===== config.mk =====
export PLATFORM = sky130hd
export DESIGN_NAME = maxterm_sweep_ctrl_flat
export DESIGN_NICKNAME = d
export VERILOG_FILES = /design/src/rtl/maxterm_sweep_ctrl_if.sv /design/src/rtl/maxterm_sweep_ctrl.sv /design/src/flat_wrapper.sv
export SDC_FILE = /design/constraint.sdc
export NUM_CORES = 1
export LEC_CHECK = 0
export BUFFER_PORTS_ARGS = -buffer_cell sky130_fd_sc_hd__buf_2
export CAP_MARGIN = 25
export CORE_MARGIN = 3
export CORE_UTILIZATION = 30
export DETAILED_ROUTE_END_ITERATION = 6
export GPL_TIMING_DRIVEN = 0
export PLACE_DENSITY = 0.54
export SYNTH_ARGS = -nofsm -noshare
export SYNTH_HDL_FRONTEND = slang
export SYNTH_SLANG_ARGS = --single-unit

===== constraint.sdc =====
create_clock -name clk -period 2.75 [get_ports clk]
set_input_delay 0.1375 -clock clk [delete_from_list [all_inputs] [get_ports clk]]
set_output_delay 0.1375 -clock clk [all_outputs]
set_load 0.005 [all_outputs]

===== src/rtl/maxterm_sweep_ctrl_if.sv =====
// maxterm_sweep_ctrl_if: control, evaluator and result signals of the maxterm sweep sequencer
interface maxterm_sweep_ctrl_if;
  logic        start;
  logic        abort;
  logic [15:0] cfg_mask;
  logic        f_in;
  logic [3:0]  abcd;
  logic        busy;
  logic        done;
  logic [15:0] truth_table;
  logic [4:0]  mismatch_cnt;
  logic [3:0]  first_fail;
  logic        first_fail_vld;
  modport master (
    output start, abort, cfg_mask, f_in,
    input  abcd, busy, done, truth_table, mismatch_cnt, first_fail, first_fail_vld
  );
  modport slave (
    input  start, abort, cfg_mask, f_in,
    output abcd, busy, done, truth_table, mismatch_cnt, first_fail, first_fail_vld
  );
endinterface


===== src/rtl/maxterm_sweep_ctrl.sv =====
// maxterm_sweep_ctrl: sweeps all 16 abcd vectors through a maxterm evaluator and self-checks against a mask
module maxterm_sweep_ctrl #(
  parameter int SETTLE = 1
) (
  input logic clk,
  input logic rst_n,
  maxterm_sweep_ctrl_if.slave bus
);
  typedef enum logic [1:0] {IDLE, WAIT, SAMPLE, DONE} state_t;
  state_t state, state_nxt;
  logic [15:0] mask;
  logic [3:0] wcnt;
  logic accept;
  assign accept = state == IDLE && bus.start && !bus.abort;
  assign bus.busy = state != IDLE;
  assign bus.done = state == DONE;
  // state register
  always_ff @(posedge clk or negedge rst_n)
    if (!rst_n) state <= IDLE;
    else state <= state_nxt;
  // next state: abort wins everywhere outside IDLE, and over start inside IDLE
  always_comb begin
    state_nxt = state;
    case (state)
      IDLE:    state_nxt = accept ? WAIT : IDLE;
      WAIT:    state_nxt = bus.abort ? IDLE : (wcnt == 4'(SETTLE - 1) ? SAMPLE : WAIT);
      SAMPLE:  state_nxt = bus.abort ? IDLE : (bus.abcd == 4'd15 ? DONE : WAIT);
      default: state_nxt = IDLE;
    endcase
  end
  // vector stepping, settle counting and result capture; a sample in SAMPLE commits even on abort
  always_ff @(posedge clk or negedge rst_n)
    if (!rst_n) begin
      mask <= '0;
      wcnt <= '0;
      bus.abcd <= '0;
      bus.truth_table <= '0;
      bus.mismatch_cnt <= '0;
      bus.first_fail <= '0;
      bus.first_fail_vld <= 1'b0;
    end else begin
      if (accept) begin
        mask <= bus.cfg_mask;
        wcnt <= '0;
        bus.abcd <= '0;
        bus.truth_table <= '0;
        bus.mismatch_cnt <= '0;
        bus.first_fail_vld <= 1'b0;
      end
      if (state == WAIT) wcnt <= wcnt + 4'd1;
      if (state == SAMPLE) begin
        bus.truth_table[bus.abcd] <= bus.f_in;
        if (bus.f_in == mask[bus.abcd]) begin
          bus.mismatch_cnt <= bus.mismatch_cnt + 5'd1;
          if (!bus.first_fail_vld) begin
            bus.first_fail <= bus.abcd;
            bus.first_fail_vld <= 1'b1;
          end
        end
        if (bus.abcd != 4'd15 && !bus.abort) begin
          bus.abcd <= bus.abcd + 4'd1;
          wcnt <= '0;
        end
      end
    end
endmodule


===== src/flat_wrapper.sv =====
// flat-port wrapper written by rule: the top's interface ports become plain ports
module maxterm_sweep_ctrl_flat 
#(
  parameter int SETTLE = 1
)
  (clk, rst_n, bus_start, bus_abort, bus_cfg_mask, bus_f_in, bus_abcd, bus_busy, bus_done, bus_truth_table, bus_mismatch_cnt, bus_first_fail, bus_first_fail_vld);
  maxterm_sweep_ctrl_if bus_i ();
  input logic clk;
  input logic rst_n;
  input wire logic [$bits(bus_i.start)-1:0] bus_start;
  input wire logic [$bits(bus_i.abort)-1:0] bus_abort;
  input wire logic [$bits(bus_i.cfg_mask)-1:0] bus_cfg_mask;
  input wire logic [$bits(bus_i.f_in)-1:0] bus_f_in;
  output wire logic [$bits(bus_i.abcd)-1:0] bus_abcd;
  output wire logic [$bits(bus_i.busy)-1:0] bus_busy;
  output wire logic [$bits(bus_i.done)-1:0] bus_done;
  output wire logic [$bits(bus_i.truth_table)-1:0] bus_truth_table;
  output wire logic [$bits(bus_i.mismatch_cnt)-1:0] bus_mismatch_cnt;
  output wire logic [$bits(bus_i.first_fail)-1:0] bus_first_fail;
  output wire logic [$bits(bus_i.first_fail_vld)-1:0] bus_first_fail_vld;
  assign bus_i.start = bus_start;
  assign bus_i.abort = bus_abort;
  assign bus_i.cfg_mask = bus_cfg_mask;
  assign bus_i.f_in = bus_f_in;
  assign bus_abcd = bus_i.abcd;
  assign bus_busy = bus_i.busy;
  assign bus_done = bus_i.done;
  assign bus_truth_table = bus_i.truth_table;
  assign bus_mismatch_cnt = bus_i.mismatch_cnt;
  assign bus_first_fail = bus_i.first_fail;
  assign bus_first_fail_vld = bus_i.first_fail_vld;
  maxterm_sweep_ctrl #(.SETTLE(SETTLE)) u_core (.clk(clk), .rst_n(rst_n), .bus(bus_i));
endmodule

==> load_flow_metrics.sql, run 1 <==
INSERT INTO impl_metrics (metric_group, metric, value, unit) VALUES
('critical_path', 'origin_of_the_critical_flop_to_flop_path', 'u_core.bus.abcd[0]$_DFF_PN0_', ''),
('pwr', 'share_seq_of_total_power', '48.7', '%'),
('clocking', 'cts_tree', 'done', ''),
('pwr', 'p_clk_share', '26.2', '%'),
('sta', 'timing.slew.headroom', '59.9', '%'),
('finish', 'area_growth_syn_to_layout', '20.3', '%'),
('hold_path', 'hold_path.startpoint', 'bus_cfg_mask[12]', ''),
('floorplanning', 'fp.dieW', '99.5', 'um'),
('sta', 'setup_repair_after_global_routing_missed_its_margin', 'false', ''),
('hold_path', 'hold_path_class', 'input pin to flop', ''),
('clocking', 'cts.htree.levels', '2', ''),
('sta', 'timing.clock.skew', '2.91', 'ps'),
('critical_path', 'r2r-end', 'u_core.bus.first_fail[2]$_DFFE_PN0P_', ''),
('drt', 'routedWlPerCell', '14.3', 'um'),
('logic_synthesis', 'synth.net_count', '299', ''),
('critical_path', 'cp_max_fo', '7', ''),
('drt', 'postRouteWirelength', '6.26', 'mm'),
('finish', 'post_layout_nonfiller_instances', '438', ''),
('clocking', 'cts-root-to-sink-buffers', '2', ''),
('pwr', 'total_power_divided_by_cell_area', '651', 'nW/um^2'),
('logic_synthesis', 'post_synth_inst_count', '271', ''),
('placed_design', 'buffer_ports.inserted', '52', ''),
('placed_design', 'post-place-cells', '429', ''),
('critical_path', 'endpoint_kind', 'flop', ''),
('finish', 'final_layout_size_suffix_gt1_share', '24.0', '%'),
('sta', 'setup_viol_count_final', '0', ''),
('run_status', 'result_of_the_run', 'finished, final reports clean', ''),
('sta', 'final-hold-violation-count', '0', ''),
('global_routing', 'grt_start_max_net_pins', '39', ''),
('logic_synthesis', 'number_of_synthesized_register_bits', '52', ''),
('critical_path', 'required', '2950', 'ps'),
('placed_design', 'finalWeightedCongestion', '0.808', ''),
('logic_synthesis', 'ys_warn_count', '0', ''),
('floorplanning', 'start_util', '31.4', '%'),
('floorplanning', 'floorplan.die.height', '99.5', 'um'),
('hold_path', 'worst_hold_path.endpoint', 'u_core.mask[12]$_DFFE_PN0P_', ''),
('pwr', 'worst_ir_drop_vdd', '0.271', 'mV'),
('sta', 'period_share', '88.0', '%'),
('sta', 'max_freq', '0.413', 'GHz'),
('sta', 'worstMarginPinSlew', '600', 'ps'),
('logic_synthesis', 'synth-edff-count', '0', ''),
('flow_run', 'max_cap_viol_count', '0', ''),
('clocking', 'tritoncts_num_sinks', '52', ''),
('critical_path', 'worstSetupStartpointType', 'flop', ''),
('critical_path', 'r2r.worst_path.cells', '5', ''),
('hold_path', 'worst_hold_path.num_cells', '3', ''),
('critical_path', 'crit_arrival', '2620', 'ps'),
('pwr', 'internal-power', '1.40', 'mW'),
('sta', 'setup_slack', '329', 'ps'),
('global_routing', 'grt_first_pass_wirelength', '10.6', 'mm'),
('logic_synthesis', 'synth.lib_cells_used.distinct', '35', ''),
('clocking', 'worst_setup_hold_path_clk_slew', '100', 'ps'),
('floorplanning', 'die_area', '9890', 'um^2'),
('critical_path', 'worstSetupPathType', 'flop to flop', ''),
('pwr', 'swShare', '31.9', '%'),
('clocking', 'numCtsBuffers', '5', ''),
('pwr', 'power.share.combinational', '25.0', '%'),
('finish', 'antennaDiodeCount', '0', ''),
('logic_synthesis', 'synth_top_cell_by_area', 'dfrtp_1', ''),
('logic_synthesis', 'netlist_top_cells_area', 'dfrtp_1 (50%), nand2_1 (11%), mux2i_1 (4.6%), nand4_1 (4.1%), ha_1 (3.3%)', ''),
('logic_synthesis', 'synth_ff_type', 'dfrtp_1', ''),
('logic_synthesis', 'top_cell_type_s_share_of_synthesized_area', '49.7', '%'),
('global_routing', 'grt_pass1_vias', '2096', ''),
('drt', 'initialDrtViolationCount', '108', ''),
('pwr', 'switching_pwr', '0.654', 'mW'),
('floorplanning', 'io_pins', '53', ''),
('logic_synthesis', 'async_reset_ff_share', '100', '%'),
('placed_design', 'detailed_place_hpwl', '4.68', 'mm'),
('sta', 'setup_tns', '0', 'ps'),
('global_routing', 'global_router_s_overall_resource_usage', '13.3', '%'),
('drt', 'ant_nets', '0', '');
-- cell usage after synthesis (3+ instances only) --
master    count
a22oi_1       3
or2_2         5
dfrtp_1      52
mux2_2        4
o311ai_0      4
a21oi_1       5
nor2_1       11
nand4_1      17
mux2i_1      12
clkbuf_1     15
o211ai_1     11
nand2b_1      6
nand3_1       7
nand2_1      79
nor2b_1       4
inv_1         5
a31o_1        3
ha_1          7
-- timing repair --
action / 4_1_cts / 5_1_grt
endpoints found under the hold margin: 14 / 0
hold buffers: 1 / 0
resized for setup: 0 / 0
-- how the worst max path moves through the flow --
stage	cells past startpoint	slack, ps	start	end
after detailed placement	5	320	u_core.bus.abcd[0]$_DFF_PN0_	u_core.bus.first_fail[2]$_DFFE_PN0P_
after global routing	5	210	u_core.bus.abcd[0]$_DFF_PN0_	u_core.bus.first_fail[2]$_DFFE_PN0P_
after global placement	5	340	u_core.bus.abcd[0]$_DFF_PN0_	u_core.bus.first_fail[2]$_DFFE_PN0P_
after floorplan	5	570	u_core.bus.abcd[0]$_DFF_PN0_	u_core.bus.first_fail[0]$_DFFE_PN0P_
final	5	330	u_core.bus.abcd[0]$_DFF_PN0_	u_core.bus.first_fail[2]$_DFFE_PN0P_
after CTS	5	300	u_core.bus.abcd[0]$_DFF_PN0_	u_core.bus.first_fail[2]$_DFFE_PN0P_
-- power groups by stage --
| stage | Clock [mW] | Sequential [mW] | Combinational [mW] |
|---|---|---|---|
| global placement | 0 | 1.01 | 0.510 |
| global route | 0.585 | 1.03 | 0.587 |
| finish | 0.539 | 1.00 | 0.514 |
| detailed placement | 0 | 1.02 | 0.523 |
| CTS | 0.551 | 1.00 | 0.525 |
| floorplan | 0 | 0.998 | 0.352 |
-- logic make-up (layout without fill, tap and decap cells) --
family	Yosys count	after routing	synth area share, %
buffers and inverters	22	84	3.72
multiplexers	20	20	9.46
AO/OA/AOI/OAI	32	32	9.41
XOR/XNOR	1	1	0.334
adder cells (fa/ha/maj)	7	7	3.34
AND/OR/NAND/NOR	137	137	24.1
flip-flops	52	52	49.7
-- state kept, by name (all words and copies together), names as in the netlist --
signal and flops:
u_core.bus.mismatch_cnt 5, u_core.bus.abcd 4, u_core.bus.first_fail_vld 1, u_core.mask 16
u_core.bus.truth_table 16, u_core.state 2, u_core.bus.first_fail 4, u_core.wcnt 4
-- routing by layer --
layer	wire length, um	vias to the layer above	GRT usage [%]
li1	-	1057	-
met1	3040	990	18.9
met2	2780	63	20.8
met3	422	3	3.37
met4	21	0	2.84
met5	0	-	0
-- final cells by class --
class                   instances  area (um^2)
fillers                       892         5190
flip-flops and latches         52         1300
multi-input cells             197         1220
repair buffers                 54          290
well taps                     105          131
plain buffers                  17         78.8
clock buffers                   5         68.8
clock inverters                 3         42.5
inverters                       5         18.8
-- cells in the final DEF, fill, tap and decap left out, types with 3 or more instances in the layout --
cell      synthesis  routed
a21oi_1           5       5
a22oi_1           3       3
a31o_1            3       3
buf_2             0      52
clkbuf_1         15      15
clkbuf_8          0       5
dfrtp_1          52      52
ha_1              7       7
inv_1             5       5
mux2_2            4       4
mux2i_1          12      12
nand2_1          79      79
nand2b_1          6       6
nand3_1           7       7
nand4_1          17      17
nor2_1           11      11
nor2b_1           4       4
o211ai_1         11      11
o311ai_0          4       4
or2_2             5       5
-- stage by stage --
stage | instance area [um^2] | hold WS (ps) | util [%] | power (mW)
3_3_place_gp | 3010 | 328 | 36.1 | 1.52
6_report | 3150 | 13.4 | 37.8 | 2.05
4_1_cts | 3150 | 4.22 | 37.8 | 2.08
3_5_place_dp | 3030 | 81.0 | 36.3 | 1.54
5_1_grt | 3150 | 12.5 | 37.8 | 2.20
2_1_floorplan | 2620 | -158 | - | 1.35
-- worst max-delay path, stage by stage (launching register included) --
cell and delay (ps):
dfrtp_1 410, clkbuf_1 340, mux4_2 580, mux2_4 360
a21oi_4 250, mux2_2 370
Note: power is estimated with default switching activity, not from simulation.
==> run 2: changes to the inputs <==
HOLD_SLACK_MARGIN = 0.1   (was unset)
==> load_flow_metrics.sql, run 2 (synthesis gave the netlist of run 1 again) <==
INSERT INTO impl_metrics (metric_group, metric, value, unit) VALUES
('finish', 'final_layout_size_suffix_gt1_share', '22.9', '%'),
('drt', 'dr_total_vias', '2179', ''),
('floorplanning', 'core.rowCount', '33', ''),
('critical_path', 'worstSetupPathType', 'flop to flop', ''),
('finish', 'final_nets', '377', ''),
('finish', 'area_growth_syn_to_layout', '26.8', '%'),
('sta', 'report.final.slew_viol_count', '0', ''),
('clocking', 'numCtsBuffers', '5', ''),
('clocking', 'tritoncts_num_sinks', '52', ''),
('sta', 'setup_viol_count_final', '0', ''),
('clocking', 'cts.htree.levels', '2', ''),
('placed_design', 'finalWeightedCongestion', '0.808', ''),
('drt', 'drcViolationCount', '0', ''),
('finish', 'registers_with_the_highest_flip_flop_counts', 'u_core.bus.truth_table (16), u_core.mask (16), u_core.bus.mismatch_cnt (5)', ''),
('pwr', 'worst_ir_drop_vdd', '0.278', 'mV'),
('sta', 'setup_repair_after_global_routing_missed_its_margin', 'false', ''),
('drt', 'postRouteWirelength', '6.35', 'mm'),
('critical_path', 'worstSetupStartpointType', 'flop', ''),
('clocking', 'worst_setup_hold_path_clk_slew', '100', 'ps'),
('drt', 'post_drt_via_cell_ratio', '4.79', ''),
('finish', 'antennaDiodeCount', '0', ''),
('sta', 'timing.slew.headroom', '60.1', '%'),
('sta', 'setup_tns', '0', 'ps'),
('sta', 'layout_min_cycle_time', '2420', 'ps'),
('critical_path', 'endpoint_kind', 'flop', ''),
('critical_path', 'r2r-end', 'u_core.bus.first_fail[2]$_DFFE_PN0P_', ''),
('placed_design', 'detailed_place_hpwl', '4.68', 'mm'),
('pwr', 'cellLeakagePower', '1.64', 'nW'),
('global_routing', 'global_router_s_overall_resource_usage', '13.5', '%'),
('global_routing', 'grt_pass1_vias', '2168', ''),
('placed_design', 'buffer_ports.inserted', '52', ''),
('floorplanning', 'start_util', '31.4', '%'),
('global_routing', 'antenna_found_initial', '0', ''),
('finish', 'finalInstanceArea', '3320', 'um^2'),
('critical_path', 'required', '2950', 'ps'),
('drt', 'initialDrtViolationCount', '104', ''),
('clocking', 'cts_tree', 'done', ''),
('sta', 'setup_slack', '335', 'ps'),
('global_routing', 'grt_first_pass_wirelength', '10.8', 'mm'),
('pwr', 'total_power_divided_by_cell_area', '622', 'nW/um^2'),
('drt', 'ant_nets', '0', ''),
('floorplanning', 'die_area', '9890', 'um^2'),
('drt', 'detailedRoute.firstPassIterationCount', '5', ''),
('pwr', 'total_power', '2.07', 'mW'),
('drt', 'routedWlPerCell', '13.9', 'um'),
('critical_path', 'timing.critical_path.from', 'u_core.bus.abcd[0]$_DFF_PN0_', ''),
('critical_path', 'r2r.worst_path.cells', '5', ''),
('floorplanning', 'io_pins', '53', ''),
('global_routing', 'globalRouteOverflowTotal', '0', ''),
('critical_path', 'cp_max_fo', '7', ''),
('sta', 'worstMarginPinSlew', '598', 'ps'),
('run_status', 'result_of_the_run', 'finished, final reports clean', ''),
('sta', 'period_share', '87.8', '%'),
('clocking', 'cts-root-to-sink-buffers', '2', ''),
('sta', 'final-hold-violation-count', '0', ''),
('global_routing', 'grt_start_max_net_pins', '39', ''),
('placed_design', 'placement.setup.worst_slack', '315', 'ps'),
('sta', 'max_freq', '0.414', 'GHz'),
('flow_run', 'max_cap_viol_count', '0', ''),
('finish', 'mostFrequentLayoutCell', 'nand2_1', ''),
('critical_path', 'crit_arrival', '2610', 'ps'),
('clocking', 'clk-insertion-delay-late', '300', 'ps'),
('critical_path', 'r2r_slack', '330', 'ps'),
('sta', 'whs', '180', 'ps'),
('clocking', 'root_buffer', 'clkbuf_8', ''),
('floorplanning', 'fp.dieW', '99.5', 'um'),
('critical_path', 'origin_of_the_critical_flop_to_flop_path', 'u_core.bus.abcd[0]$_DFF_PN0_', ''),
('hold_path', 'hold_path_class', 'input pin to flop', ''),
('placed_design', 'dpl_cell_area', '3030', 'um^2'),
('sta', 'timing.clock.skew', '3.87', 'ps'),
('finish', 'layout_common_cells', 'nand2_1 (79), buf_2 (52), dfrtp_1 (52)', ''),
('floorplanning', 'core-area', '8340', 'um^2'),
('critical_path', 'critical_path.endpoint', 'u_core.bus.first_fail[2]$_DFFE_PN0P_', ''),
('floorplanning', 'floorplan.die.height', '99.5', 'um');
==> run 2: power by group <==
group | internal (mW) | switching (mW)
Clock | 0.270 | 0.266
Combinational | 0.246 | 0.286
Sequential | 0.899 | 0.102
Total | 1.41 | 0.654
==> run 2: how the worst min path moves through the flow <==
| stage | cells after the start | end | slack (ps) | startpoint |
|---|---|---|---|---|
| CTS | 5 | u_core.state[0]$_DFF_PN0_ | 170 | bus_start |
| finish | 5 | u_core.state[0]$_DFF_PN0_ | 180 | bus_start |
| floorplan | 0 | u_core.bus.abcd[0]$_DFF_PN0_ | -160 | rst_n |
| detailed placement | 1 | u_core.mask[1]$_DFFE_PN0P_ | 80 | rst_n |
| global route | 5 | u_core.state[0]$_DFF_PN0_ | 240 | bus_start |
| global placement | 3 | u_core.mask[12]$_DFFE_PN0P_ | 330 | bus_cfg_mask[12] |
==> run 2: per-stage QoR <==
step | util, % | cells
6_report | 39.8 | 455
5_1_grt | 39.8 | 455
4_1_cts | 39.8 | 455
3_5_place_dp | 36.3 | 429
3_3_place_gp | 36.1 | 428
2_1_floorplan | - | 271
==> run 2: timing repair <==
item / in CTS / in global routing
hold buffers: 18 / 0
resized for setup: 0 / 0
endpoints found under the hold margin: 32 / 0
buffers inserted: 0 / 0
==> run 2: cell type report <==
class / instances / area [um^2]
clock inverters: 3 / 42.5
inverters: 5 / 18.8
flip-flops and latches: 52 / 1300
well taps: 105 / 131
clock buffers: 5 / 68.8
repair buffers: 71 / 460
multi-input cells: 197 / 1220
plain buffers: 17 / 78.8
fillers: 868 / 5020
==> run 2: worst max-delay path, stage by stage, from the launching register on <==
cell	delay (ps)
dfrtp_1	410
clkbuf_1	340
mux4_2	580
mux2_4	360
a21oi_4	250
mux2_2	360
==> run 2: metal layers <==
| layer | vias up | share of wire (%) | track usage [%] |
|---|---|---|---|
| met1 | 1015 | 48 | 18.8 |
| met2 | 69 | 45 | 21.6 |
| met3 | 3 | 6.4 | 3.30 |
| met5 | - | 0 | 0 |
| li1 | 1092 | - | - |
| met4 | 0 | 0.33 | 2.84 |
==> run 3: changes to the inputs <==
CORE_UTILIZATION = 50   (was 30)
PLACE_DENSITY = 0.79   (was 0.54)
==> load_flow_metrics.sql, run 3 (synthesis gave the netlist of run 1 again) <==
INSERT INTO impl_metrics (metric_group, metric, value, unit) VALUES
('drt', 'ant_nets', '0', ''),
('sta', 'setup_repair_after_global_routing_missed_its_margin', 'false', ''),
('critical_path', 'origin_of_the_critical_flop_to_flop_path', 'u_core.bus.abcd[0]$_DFF_PN0_', ''),
('hold_path', 'hold_path.startpoint', 'bus_start', ''),
('pwr', 'p_clk_share', '23.1', '%'),
('flow_run', 'max_cap_viol_count', '0', ''),
('finish', 'final_layout_size_suffix_gt1_share', '22.9', '%'),
('floorplanning', 'io_pins', '53', ''),
('drt', 'dr_total_vias', '2216', ''),
('pwr', 'total_power', '1.99', 'mW'),
('sta', 'worstMarginPinSlew', '600', 'ps'),
('clocking', 'root_buffer', 'clkbuf_8', ''),
('sta', 'timing.clock.skew', '10.2', 'ps'),
('drt', 'top_layer', 'met4', ''),
('sta', 'final-hold-violation-count', '0', ''),
('sta', 'report.final.slew_viol_count', '0', ''),
('placed_design', 'finalWeightedCongestion', '0.857', ''),
('floorplanning', 'floorplan.die.height', '78.4', 'um'),
('sta', 'max_freq', '0.422', 'GHz'),
('clocking', 'cts.htree.levels', '2', ''),
('sta', 'period_share', '86.1', '%'),
('run_status', 'result_of_the_run', 'finished, final reports clean', ''),
('floorplanning', 'core.rowCount', '25', ''),
('pwr', 'share_seq_of_total_power', '50.1', '%'),
('global_routing', 'grt_start_max_net_pins', '35', ''),
('pwr', 'swShare', '32.2', '%'),
('drt', 'postRouteWirelength', '5.91', 'mm'),
('finish', 'final_nets', '377', ''),
('critical_path', 'endpoint_kind', 'flop', ''),
('drt', 'routedWlPerCell', '14.2', 'um'),
('hold_path', 'worst_hold_path.num_cells', '5', ''),
('floorplanning', 'die_area', '6140', 'um^2'),
('global_routing', 'grt_first_pass_wirelength', '10.1', 'mm'),
('global_routing', 'globalRouteOverflowTotal', '0', ''),
('pwr', 'power.share.combinational', '26.7', '%'),
('finish', 'layout_common_cells', 'nand2_1 (79), buf_2 (52), dfrtp_1 (52)', ''),
('clocking', 'tritoncts_num_sinks', '52', ''),
('critical_path', 'crit_arrival', '2570', 'ps'),
('global_routing', 'antenna_found_initial', '0', ''),
('critical_path', 'r2r-end', 'u_core.bus.first_fail[2]$_DFFE_PN0P_', ''),
('drt', 'initialDrtViolationCount', '152', ''),
('floorplanning', 'core-area', '4880', 'um^2'),
('pwr', 'switching_pwr', '0.643', 'mW'),
('sta', 'setup_tns', '0', 'ps'),
('finish', 'mostFrequentLayoutCell', 'nand2_1', ''),
('drt', 'post_drt_via_cell_ratio', '5.31', ''),
('drt', 'drcViolationCount', '0', ''),
('global_routing', 'grt_pass1_vias', '2131', ''),
('critical_path', 'worstSetupPathType', 'flop to flop', ''),
('hold_path', 'worst_hold_path.endpoint', 'u_core.state[0]$_DFF_PN0_', ''),
('finish', 'registers_with_the_highest_flip_flop_counts', 'u_core.bus.truth_table (16), u_core.mask (16), u_core.bus.mismatch_cnt (5)', ''),
('drt', 'routed-wl-met2', '2.86', 'mm'),
('placed_design', 'buffer_ports.inserted', '52', ''),
('clocking', 'cts_resized', '0', ''),
('hold_path', 'hold_path_class', 'input pin to flop', ''),
('finish', 'antennaDiodeCount', '0', ''),
('critical_path', 'r2r.worst_path.cells', '5', ''),
('drt', 'routed-wl-met3', '306', 'um'),
('global_routing', 'global_router_s_overall_resource_usage', '20.8', '%'),
('clocking', 'clk-insertion-delay-late', '310', 'ps'),
('floorplanning', 'fp.dieW', '78.4', 'um'),
('sta', 'layout_min_cycle_time', '2370', 'ps'),
('critical_path', 'cp_max_fo', '7', ''),
('finish', 'fill_cells', '384', ''),
('drt', 'detailedRoute.firstPassIterationCount', '4', ''),
('pwr', 'internal-power', '1.35', 'mW'),
('clocking', 'post-cts-setup-buffers', '0', ''),
('critical_path', 'required', '2960', 'ps'),
('sta', 'setup_viol_count_final', '0', ''),
('clocking', 'cts-root-to-sink-buffers', '2', ''),
('critical_path', 'r2r_slack', '380', 'ps'),
('critical_path', 'worstSetupStartpointType', 'flop', ''),
('pwr', 'total_power_divided_by_cell_area', '612', 'nW/um^2'),
('clocking', 'numCtsBuffers', '5', ''),
('sta', 'timing.slew.headroom', '59.9', '%'),
('placed_design', 'detailed_place_hpwl', '4.29', 'mm'),
('floorplanning', 'start_util', '53.7', '%'),
('drt', 'route.layer.met1.wl', '2.66', 'mm'),
('clocking', 'cts_tree', 'done', ''),
('pwr', 'worst_ir_drop_vdd', '0.346', 'mV'),
('pwr', 'cellLeakagePower', '1.64', 'nW'),
('clocking', 'worst_setup_hold_path_clk_slew', '100', 'ps'),
('finish', 'area_growth_syn_to_layout', '24.5', '%');
-- run 3: critical path, stage by stage (launching register included) --
cell	delay [ps]
dfrtp_1	410
clkbuf_1	330
mux4_2	590
mux2_4	360
a21oi_4	230
mux2_2	360
-- run 3: cell type report --
class | instances | area, um^2 | share of cell area (%)
inverter | 5 | 18.8 | 0.576
tap | 67 | 83.8 | 2.57
clock buffer | 6 | 82.6 | 2.53
timing repair buffer | 71 | 460 | 14.1
sequential | 52 | 1300 | 39.9
multi-input combinational | 197 | 1220 | 37.5
buffer | 17 | 78.8 | 2.42
clock inverter | 2 | 13.8 | 0.422
-- run 3: metrics by stage --
step                      util [%]  setup WS, ps  instances  cell area (um^2)  hold slack [ps]
after floorplan                  -           573        271              2620             -158
after global placement        60.7           386        390              2960              327
after detailed placement      61.2           374        391              2980              105
after CTS                     66.8           370        417              3260              189
after global routing          66.8           317        417              3260              242
final                         66.8           381        417              3260              208
-- run 3: worst max-delay path by stage --
stage                                       startpoint                                   end  cells past startpoint  slack, ps
after floorplan           u_core.bus.abcd[0]$_DFF_PN0_  u_core.bus.first_fail[0]$_DFFE_PN0P_                      5        570
after global placement    u_core.bus.abcd[0]$_DFF_PN0_  u_core.bus.first_fail[1]$_DFFE_PN0P_                      5        390
after detailed placement  u_core.bus.abcd[0]$_DFF_PN0_  u_core.bus.first_fail[2]$_DFFE_PN0P_                      5        370
after CTS                 u_core.bus.abcd[0]$_DFF_PN0_  u_core.bus.first_fail[2]$_DFFE_PN0P_                      5        370
after global routing      u_core.bus.abcd[0]$_DFF_PN0_  u_core.bus.first_fail[1]$_DFFE_PN0P_                      5        320
final                     u_core.bus.abcd[0]$_DFF_PN0_  u_core.bus.first_fail[2]$_DFFE_PN0P_                      5        380
-- run 3: power groups by stage --
stage	Clock, mW	Sequential [mW]	Combinational, mW
finish	0.462	0.999	0.533
global route	0.507	1.02	0.605
CTS	0.474	0.999	0.534
detailed placement	0	1.01	0.513
global placement	0	1.01	0.492
floorplan	0	0.998	0.352
-- run 3: what timing repair did --
action,4_1_cts,5_1_grt
hold buffers,18,0
endpoints found under the hold margin,36,0
setup endpoints to repair,0,0
-- run 3: layer usage --
metal,up-vias,GRT usage (%)
met2,80,34.6
met5,-,0
li1,1095,-
met1,1030,28.0
met3,11,3.56
met4,0,6.47
